--- src/rtl/gpio_mulpop_pkg.sv ---
// Shared constants for the GPIO multiply + popcount coprocessor: register map,
// FSM encoding and status bit positions.
package gpio_mulpop_pkg;

    localparam logic [15:0] ADDR_A1   = 16'h037F;
    localparam logic [15:0] ADDR_A2   = 16'h0388;
    localparam logic [15:0] ADDR_W    = 16'h0390;
    localparam logic [15:0] ADDR_L    = 16'h0398;
    localparam logic [15:0] ADDR_CTRL = 16'h03A0;

    typedef enum logic [1:0] {
        ST_IDLE  = 2'd0,
        ST_MULT  = 2'd1,
        ST_COUNT = 2'd2,
        ST_DONE  = 2'd3
    } state_e;

    localparam int STAT_VALID = 0;
    localparam int STAT_READY = 1;
    localparam int STAT_BUSY  = 2;
    localparam int STAT_ERR   = 3;

    function automatic logic [31:0] pack_stat(input logic err, input logic busy,
                                              input logic ready, input logic valid);
        logic [31:0] s;
        s             = 32'd0;
        s[STAT_ERR]   = err;
        s[STAT_BUSY]  = busy;
        s[STAT_READY] = ready;
        s[STAT_VALID] = valid;
        return s;
    endfunction

endpackage

--- src/rtl/gpio_mulpop_if.sv ---
// Host register bus of the GPIO emulator: address, level strobes and data.
interface gpio_mulpop_if;
    logic [15:0] saddress;
    logic        srd;
    logic        swr;
    logic [31:0] sdata_in;
    logic [31:0] sdata_out;

    modport master (output saddress, output srd, output swr, output sdata_in, input sdata_out);
    modport slave  (input saddress, input srd, input swr, input sdata_in, output sdata_out);
endinterface

--- src/rtl/mulpop_shift_mult.sv ---
// Sequential shift-add multiplier: bit 0 is consumed on the start edge, so the
// full product sits in product with done high exactly OPW-1 clocks later.
module mulpop_shift_mult
    import gpio_mulpop_pkg::*;
#(
    parameter int OPW = 24
) (
    input  logic               clk,
    input  logic               n_reset,
    input  logic               start,
    input  logic [OPW-1:0]     mcand,
    input  logic [OPW-1:0]     mplier,
    output logic               done,
    output logic [2*OPW-1:0]   product
);

    localparam int PW = 2 * OPW;

    logic              run_r;
    logic              done_r;
    logic [5:0]        step_r;
    logic [PW-1:0]     mcand_r;
    logic [OPW-1:0]    mplier_r;
    logic [PW-1:0]     acc_r;
    logic [PW-1:0]     addend_s;

    // Partial product selected by the current multiplier bit
    always_comb begin
        addend_s = {PW{1'b0}};
        if (mplier_r[0]) begin
            addend_s = mcand_r;
        end else begin
            addend_s = {PW{1'b0}};
        end
    end

    // Shift-add datapath and step sequencing
    always_ff @(posedge clk or negedge n_reset) begin
        if (!n_reset) begin
            run_r    <= 1'b0;
            done_r   <= 1'b0;
            step_r   <= 6'd0;
            mcand_r  <= {PW{1'b0}};
            mplier_r <= {OPW{1'b0}};
            acc_r    <= {PW{1'b0}};
        end else if (start) begin
            acc_r    <= mplier[0] ? {{OPW{1'b0}}, mcand} : {PW{1'b0}};
            mcand_r  <= {{(OPW-1){1'b0}}, mcand, 1'b0};
            mplier_r <= {1'b0, mplier[OPW-1:1]};
            step_r   <= 6'd1;
            run_r    <= 1'b1;
            done_r   <= 1'b0;
        end else if (run_r) begin
            acc_r    <= acc_r + addend_s;
            mcand_r  <= {mcand_r[PW-2:0], 1'b0};
            mplier_r <= {1'b0, mplier_r[OPW-1:1]};
            step_r   <= step_r + 6'd1;
            if (step_r == 6'(OPW - 1)) begin
                run_r  <= 1'b0;
                done_r <= 1'b1;
            end
        end else begin
            done_r <= 1'b0;
        end
    end

    assign done    = done_r;
    assign product = acc_r;

endmodule

--- src/rtl/gpio_mulpop_unit.sv ---
// Bus-mapped multiply + popcount coprocessor with job counter on gpio_out.
// Build option GPIO_MULPOP_SAT_EN: saturate W to all-ones on product overflow.
module gpio_mulpop_unit
    import gpio_mulpop_pkg::*;
#(
    parameter int OPW  = 24,
    parameter int RESW = 32,
    parameter int CNTW = 16
) (
    input  logic         clk,
    input  logic         n_reset,
    gpio_mulpop_if.slave bus,
    input  logic [31:0]  gpio_in,
    input  logic         gpio_latch,
    output logic [31:0]  gpio_in_s_insp,
    output logic [31:0]  gpio_out
);

    localparam int LW = $clog2(RESW + 1);

    state_e              state_r, next_state_s;
    logic                srd_q_r, swr_q_r, latch_q_r;
    logic                rd_edge_s, wr_edge_s, latch_edge_s;
    logic                wr_a1_s, wr_a2_s, start_req_s, accept_s, reject_s;
    logic [OPW-1:0]      a1_r, a2_r;
    logic                mult_done_s, ovf_s;
    logic [2*OPW-1:0]    prod_s;
    logic [RESW-1:0]     w_next_s, w_r, pc_sh_r;
    logic [LW-1:0]       l_r;
    logic [5:0]          cnt_idx_r;
    logic [CNTW-1:0]     jobs_r;
    logic                ready_r, valid_r, busy_r, err_r;
    logic [31:0]         rd_data_s, sdata_out_r, insp_r;
    logic                unused_s;

    // Strobe history for rising-edge detection
    always_ff @(posedge clk or negedge n_reset) begin
        if (!n_reset) begin
            srd_q_r   <= 1'b0;
            swr_q_r   <= 1'b0;
            latch_q_r <= 1'b0;
        end else begin
            srd_q_r   <= bus.srd;
            swr_q_r   <= bus.swr;
            latch_q_r <= gpio_latch;
        end
    end

    assign rd_edge_s    = bus.srd & ~srd_q_r;
    assign wr_edge_s    = bus.swr & ~swr_q_r;
    assign latch_edge_s = gpio_latch & ~latch_q_r;
    assign unused_s     = ^bus.sdata_in;

    // Write decode; writes that hit a busy block are refused and flagged
    always_comb begin
        wr_a1_s     = 1'b0;
        wr_a2_s     = 1'b0;
        start_req_s = 1'b0;
        case (bus.saddress)
            ADDR_A1:   wr_a1_s     = wr_edge_s;
            ADDR_A2:   wr_a2_s     = wr_edge_s;
            ADDR_CTRL: start_req_s = wr_edge_s;
            default:   wr_a1_s     = 1'b0;
        endcase
    end

    assign accept_s = start_req_s & (state_r == ST_IDLE);
    assign reject_s = (wr_a1_s | wr_a2_s | start_req_s) & busy_r;

    mulpop_shift_mult #(.OPW(OPW)) u_mult (
        .clk     (clk),
        .n_reset (n_reset),
        .start   (accept_s),
        .mcand   (a1_r),
        .mplier  (a2_r),
        .done    (mult_done_s),
        .product (prod_s)
    );

    if (RESW < 2 * OPW) begin : g_ovf
        assign ovf_s = |prod_s[2*OPW-1:RESW];
    end else begin : g_no_ovf
        assign ovf_s = 1'b0;
    end

`ifdef GPIO_MULPOP_SAT_EN
    assign w_next_s = ovf_s ? {RESW{1'b1}} : prod_s[RESW-1:0];
`else
    assign w_next_s = prod_s[RESW-1:0];
`endif

    // FSM state register
    always_ff @(posedge clk or negedge n_reset) begin
        if (!n_reset) begin
            state_r <= ST_IDLE;
        end else begin
            state_r <= next_state_s;
        end
    end

    // FSM next-state logic
    always_comb begin
        next_state_s = state_r;
        case (state_r)
            ST_IDLE:  if (accept_s) next_state_s = ST_MULT; else next_state_s = ST_IDLE;
            ST_MULT:  if (mult_done_s) next_state_s = ST_COUNT; else next_state_s = ST_MULT;
            ST_COUNT: if (cnt_idx_r == 6'(RESW - 1)) next_state_s = ST_DONE; else next_state_s = ST_COUNT;
            ST_DONE:  next_state_s = ST_IDLE;
            default:  next_state_s = ST_IDLE;
        endcase
    end

    // Operand registers, frozen while a job runs
    always_ff @(posedge clk or negedge n_reset) begin
        if (!n_reset) begin
            a1_r <= {OPW{1'b0}};
            a2_r <= {OPW{1'b0}};
        end else begin
            if (wr_a1_s && !busy_r) a1_r <= bus.sdata_in[OPW-1:0];
            if (wr_a2_s && !busy_r) a2_r <= bus.sdata_in[OPW-1:0];
        end
    end

    // Status flags
    always_ff @(posedge clk or negedge n_reset) begin
        if (!n_reset) begin
            ready_r <= 1'b1;
            valid_r <= 1'b1;
            busy_r  <= 1'b0;
            err_r   <= 1'b0;
        end else begin
            if (accept_s) begin
                ready_r <= 1'b0;
                valid_r <= 1'b1;
                busy_r  <= 1'b1;
                err_r   <= 1'b0;
            end else if (reject_s) begin
                err_r <= 1'b1;
            end
            if (state_r == ST_MULT && mult_done_s) valid_r <= ~ovf_s;
            if (state_r == ST_DONE) begin
                ready_r <= 1'b1;
                busy_r  <= 1'b0;
            end
        end
    end

    // Result capture and bit-serial popcount of W (LSB first)
    always_ff @(posedge clk or negedge n_reset) begin
        if (!n_reset) begin
            w_r       <= {RESW{1'b0}};
            pc_sh_r   <= {RESW{1'b0}};
            l_r       <= {LW{1'b0}};
            cnt_idx_r <= 6'd0;
        end else if (state_r == ST_MULT && mult_done_s) begin
            w_r       <= w_next_s;
            pc_sh_r   <= w_next_s;
            l_r       <= {LW{1'b0}};
            cnt_idx_r <= 6'd0;
        end else if (state_r == ST_COUNT) begin
            l_r       <= l_r + LW'(pc_sh_r[0]);
            pc_sh_r   <= {1'b0, pc_sh_r[RESW-1:1]};
            cnt_idx_r <= cnt_idx_r + 6'd1;
        end
    end

    // Completed-job counter, wraps naturally
    always_ff @(posedge clk or negedge n_reset) begin
        if (!n_reset) begin
            jobs_r <= {CNTW{1'b0}};
        end else if (state_r == ST_DONE) begin
            jobs_r <= jobs_r + CNTW'(1'b1);
        end
    end

    // Read mux on pre-edge register contents
    always_comb begin
        rd_data_s = 32'd0;
        case (bus.saddress)
            ADDR_A1:   rd_data_s = 32'(a1_r);
            ADDR_A2:   rd_data_s = 32'(a2_r);
            ADDR_W:    rd_data_s = 32'(w_r);
            ADDR_L:    rd_data_s = 32'(l_r);
            ADDR_CTRL: rd_data_s = pack_stat(err_r, busy_r, ready_r, valid_r);
            default:   rd_data_s = 32'd0;
        endcase
    end

    // Read data and GPIO input capture
    always_ff @(posedge clk or negedge n_reset) begin
        if (!n_reset) begin
            sdata_out_r <= 32'd0;
            insp_r      <= 32'd0;
        end else begin
            if (rd_edge_s)    sdata_out_r <= rd_data_s;
            if (latch_edge_s) insp_r      <= gpio_in;
        end
    end

    assign bus.sdata_out    = sdata_out_r;
    assign gpio_in_s_insp   = insp_r;
    assign gpio_out         = 32'(jobs_r);

endmodule

--- src/flat_wrapper.sv ---
// flat-port wrapper written by rule: the top's interface ports become plain ports
module gpio_mulpop_unit_flat import gpio_mulpop_pkg::*;
#(
    parameter int OPW  = 24,
    parameter int RESW = 32,
    parameter int CNTW = 16
)
  (clk, n_reset, gpio_in, gpio_latch, gpio_in_s_insp, gpio_out, bus_saddress, bus_srd, bus_swr, bus_sdata_in, bus_sdata_out);
  gpio_mulpop_if bus_i ();
  input  logic clk;
  input  logic n_reset;
  input  logic [31:0] gpio_in;
  input  logic gpio_latch;
  output logic [31:0] gpio_in_s_insp;
  output logic [31:0] gpio_out;
  input wire logic [$bits(bus_i.saddress)-1:0] bus_saddress;
  input wire logic [$bits(bus_i.srd)-1:0] bus_srd;
  input wire logic [$bits(bus_i.swr)-1:0] bus_swr;
  input wire logic [$bits(bus_i.sdata_in)-1:0] bus_sdata_in;
  output wire logic [$bits(bus_i.sdata_out)-1:0] bus_sdata_out;
  assign bus_i.saddress = bus_saddress;
  assign bus_i.srd = bus_srd;
  assign bus_i.swr = bus_swr;
  assign bus_i.sdata_in = bus_sdata_in;
  assign bus_sdata_out = bus_i.sdata_out;
  gpio_mulpop_unit #(.OPW(OPW), .RESW(RESW), .CNTW(CNTW)) u_core (.clk(clk), .n_reset(n_reset), .bus(bus_i), .gpio_in(gpio_in), .gpio_latch(gpio_latch), .gpio_in_s_insp(gpio_in_s_insp), .gpio_out(gpio_out));
endmodule
--- config.mk ---
export PLATFORM = sky130hd
export DESIGN_NAME = gpio_mulpop_unit_flat
export DESIGN_NICKNAME = d
export VERILOG_FILES = /design/src/rtl/gpio_mulpop_pkg.sv /design/src/rtl/gpio_mulpop_if.sv /design/src/rtl/mulpop_shift_mult.sv /design/src/rtl/gpio_mulpop_unit.sv /design/src/flat_wrapper.sv
export SDC_FILE = /design/constraint.sdc
export NUM_CORES = 1
export LEC_CHECK = 0
export ABC_AREA = 1
export BUFFER_PORTS_ARGS = -buffer_cell sky130_fd_sc_hd__buf_2
export CAP_MARGIN = 20
export CORE_MARGIN = 2
export CORE_UTILIZATION = 65
export DETAILED_ROUTE_END_ITERATION = 12
export PLACE_DENSITY = 0.91
export SLEW_MARGIN = 20
export SYNTH_ARGS = -nofsm -noshare
export SYNTH_HDL_FRONTEND = slang
export SYNTH_SLANG_ARGS = --single-unit
export TNS_END_PERCENT = 5
--- constraint.sdc ---
create_clock -name clk -period 6.2 [get_ports clk]
set_input_delay 1.24 -clock clk [delete_from_list [all_inputs] [get_ports clk]]
set_output_delay 1.24 -clock clk [all_outputs]
set_load 0.02 [all_outputs]
==> summary.txt <==
Logic synthesis
  – Post-Synth XOR/XNOR Area: 0.0151
  – Per-instance average area after synthesis: 7.57 µm²
  – Share of synthesized cell area in and, or, nand and nor gates: 0.234
  – Number of synthesized flops with an enable pin: 0
  – Main flop type after synthesis: dfrtp_1
  – Post-synth ARST share: 1.00
  – Combinational family with the most area after synthesis: simple AND/OR/NAND/NOR gates
  – Post-synthesis mux area share: 0.0200
  – Post-synthesis cell count: 2453
  – Number of synthesized register bits: 339
  – Synthesized-area fraction occupied by ao, oa, aoi and oai cells: 0.115
  – Netlist cell types: 41
  – Adder-cell area share of the yosys netlist: 0.0354
  – Yosys Warn Count: 0
  – Post-synth design cell area: 0.0186 mm²
  – Register area share after synthesis: 0.457

Clock network
  – Master cell of the clock root buffer: clkbuf_16
  – Latest clock arrival within the worst-skew pair: 0.54 ns
  – Quantity of gates resized following cts: 0
  – Clock-pin transition on the worst setup and hold timing paths: 0.06 ns
  – Number of clock sinks: 339
  – Buffers inserted by post-CTS timing repair: 0
  – Number of H-tree branching levels: 2
  – Total CTS buffers: 36
  – Clock tree from TritonCTS: yes
  – Number of buffers inserted by hold repair at cts: 0
  – CTS max path bufs: 3

Setup path
  – Startpoint of the lowest-slack register-to-register path: u_core.swr_q_r
  – Worst setup EP type: flop
  – Cell occurring most often along the worst timing path: nand2_1
  – Critical Path, Cell by Cell: buf_2, nor2_1, nand2_1, nor2_2, nand4_4, nand2_4, clkinv_2, nand3_1, nand2_1
  – Maximum fanout encountered on the critical timing path: 50
  – Endpoint arrival time on the critical path: 4.36 ns
  – Peak per-stage delay on the critical path: 0.97 ns
  – Worst Setup Start Kind: primary input
  – Crit path max-delay cell type: clkinv_2
  – Worst endpoint required time: 6.60 ns
  – Crit path kind: primary input to flop
  – Reg-to-reg setup timing slack: 2.90 ns
  – Buffers plus inverters on the worst setup path: 2
  – Dominant delay contributor by cell family on the critical path: simple AND/OR/NAND/NOR gates
  – Timing startpoint of the critical path: bus_saddress[15]

Detailed routing
  – Via-to-Cell Ratio: 5.77
  – DRT Wirelength: 52800 µm
  – Starting DRT DRC Count: 1785
  – Drt first pass iters: 6
  – Via count of the routed design: 17200
  – Antenna Nets Post-Route: 0
  – DRC: 0
  – Wire per inst: 17.7 µm

Die
  – FP Rows: 61
  – # IOs: 181
  – Y dimension of the die: 173 µm
  – Die X-Extent: 173 µm
  – Die footprint: 0.0299 mm²
  – Initial core utilization: 0.665
  – Core Area: 0.0279 mm²

Placement
  – Routability congestion estimate: 0.971
  – Place WS: 2.30 ns
  – Total half-perimeter wirelength after legalization and detailed placement: 36300 µm
  – Total of buffers placed on input and output ports: 156

STA
  – Slew HR: 0.263
  – Final setup slack of the worst path: 2.23 ns
  – Max-slew violation total from the final report: 0
  – Setup-failing EPs final: 0
  – Crit share post-route: 0.640
  – Setup Total Neg Slack: 0 ns
  – Achievable Freq: 252 MHz
  – Slew at the pin closest to its max-slew limit: 1.11 ns
  – Setup repair after global routing missed its margin: false
  – Final min period: 3.97 ns
  – Tightest hold margin: 0.479 ns
  – Final clock skew: 0.0167 ns
  – Final Hold Vio Count: 0

Flow run
  – Total of max-cap violations: 0

Finish
  – Nets: 2717
  – Fill cells: 2043
  – Diode count: 0
  – Fraction of final layout cells with drive strength greater than 1: 0.108
  – Area delta synth->final: 11.6%

Global routing
  – Pin count of the biggest net entering global routing: 132
  – Via count of the first global-routing pass: 17200
  – Total track usage: 0.357
  – Overall overflow remaining after global route: 0
  – Global-route wire length before repair: 86900 µm
  – Initial antenna violation count: 0

Worst hold path
  – Start point of the worst min-delay path: u_core.bus.sdata_out[29]
  – Worst hold path class: flop to flop

Run status
  – Outcome: complete, no violations

Power
  – Pwr per Cell Area: 226 mW/mm²
  – Max IR drop VDD: 0.211 mV
  – Leak Pwr: 11.3 nW
[power breakdown]
group	leakage (nW)	switching (mW)	internal [mW]	total [mW]
logic	6.09	0.147	0.0737	0.221
clock network	0.595	0.915	1.29	2.21
registers	4.61	0.0161	2.25	2.26
total	11.3	1.08	3.61	4.69
[layout make-up]
cell class                      instances  area, µm²  area share
Clock buffer                           53       1070      0.0514
Clock inverter                         11        145     0.00700
Inverter                              475       1780      0.0861
Multi-Input combinational cell       1559       7870       0.380
Sequential cell                       339       8490       0.410
Tap cell                              378        473      0.0228
Timing Repair Buffer                  169        901      0.0435
[registers in the layout (all words and copies together) (netlist names), 6 cells and up, named ones only]
signal                  cells
u_core.cnt_idx_r            6
u_core.u_mult.mcand_r      47
u_core.a1_r                24
u_core.gpio_in_s_insp      32
u_core.a2_r                24
u_core.bus.sdata_out       32
u_core.w_r                 32
u_core.jobs_r              16
u_core.u_mult.step_r        6
u_core.u_mult.product      48
u_core.u_mult.mplier_r     23
u_core.pc_sh_r             32
u_core.l_r                  6
[path summary, 6_finish.rpt]
check	cells after the start	endpoint
max in group asynchronous	2	u_core.cnt_idx_r[5]
setup / recovery	9	u_core.u_mult.product[46]
setup reg to reg	6	u_core.u_mult.product[46]
hold / removal	2	u_core.bus.sdata_out[29]
hold reg to reg	2	u_core.bus.sdata_out[29]
min in group asynchronous	1	u_core.cnt_idx_r[2]
[synth_stat cells (25+ instances only)]
master,instances,share of area
nand2_1,743,0.15
inv_1,470,0.095
dfrtp_1,337,0.45
nor2_1,163,0.033
o21ai_0,107,0.029
nand3_1,103,0.028
a21oi_1,75,0.020
o221ai_1,58,0.027
ha_1,51,0.034
o22ai_1,50,0.017
clkbuf_1,33,0.0067
mux2_2,33,0.020
buf_2,31,0.0084
xor2_1,26,0.012
o21ai_1,25,0.0067
[cell families (layout without fill, tap and decap cells)]
| group | after synthesis | count (layout) |
|---|---|---|
| AO/OA/AOI/OAI | 353 | 353 |
| XOR/XNOR | 32 | 32 |
| flip-flops | 339 | 339 |
| adder cells (fa/ha/maj) | 52 | 52 |
| multiplexers | 33 | 33 |
| AND/OR/NAND/NOR | 1073 | 1073 |
| buffers and inverters | 570 | 708 |
| other | 1 | 16 |
[metal layers]
metal	global-route usage	share of wire	vias to the layer above
met1	0.456	0.39	8196
li1	-	-	7947
met3	0.0633	0.091	157
met4	0.147	0.037	0
met5	0	0	-
met2	0.606	0.48	929
[placed cells by master (no fill, tap or decap), types with 9 or more instances in the layout]
| cell type | netlist | routed |
|---|---|---|
| mux2_2 | 33 | 33 |
| conb_1 | 1 | 16 |
| o21ai_0 | 107 | 107 |
| clkbuf_16 | 0 | 37 |
| buf_2 | 31 | 155 |
| o221ai_1 | 58 | 58 |
| dfrtp_1 | 337 | 337 |
| nor2_1 | 163 | 163 |
| nand4_1 | 18 | 18 |
| inv_1 | 470 | 470 |
| buf_4 | 19 | 12 |
| nand3_1 | 103 | 103 |
| nand2_1 | 743 | 741 |
| ha_1 | 51 | 51 |
| nor3_1 | 10 | 9 |
| a31oi_1 | 9 | 9 |
| o22ai_1 | 50 | 50 |
| xor2_1 | 26 | 26 |
| o211ai_1 | 12 | 12 |
| o21ai_1 | 25 | 25 |
| nor4_1 | 11 | 11 |
| a21oi_1 | 75 | 75 |
[metrics by stage]
step           area, µm²  total power [mW]  std cells   util
6_report           20700              4.69       2984  0.742
5_1_grt            20700              4.81       2984  0.742
4_1_cts            20700              4.70       2984  0.742
3_5_place_dp       19500              2.53       2920  0.698
3_3_place_gp       19500              2.52       2920  0.698
2_1_floorplan      18600              2.41       2468      -
[tightest hold or removal path: stages (launching register included)]
cell and delay [ns]:
dfrtp_1 0.34, nand2_1 0.05, o31ai_1 0.05
No activity file was read; power rests on OpenSTA's default activity.
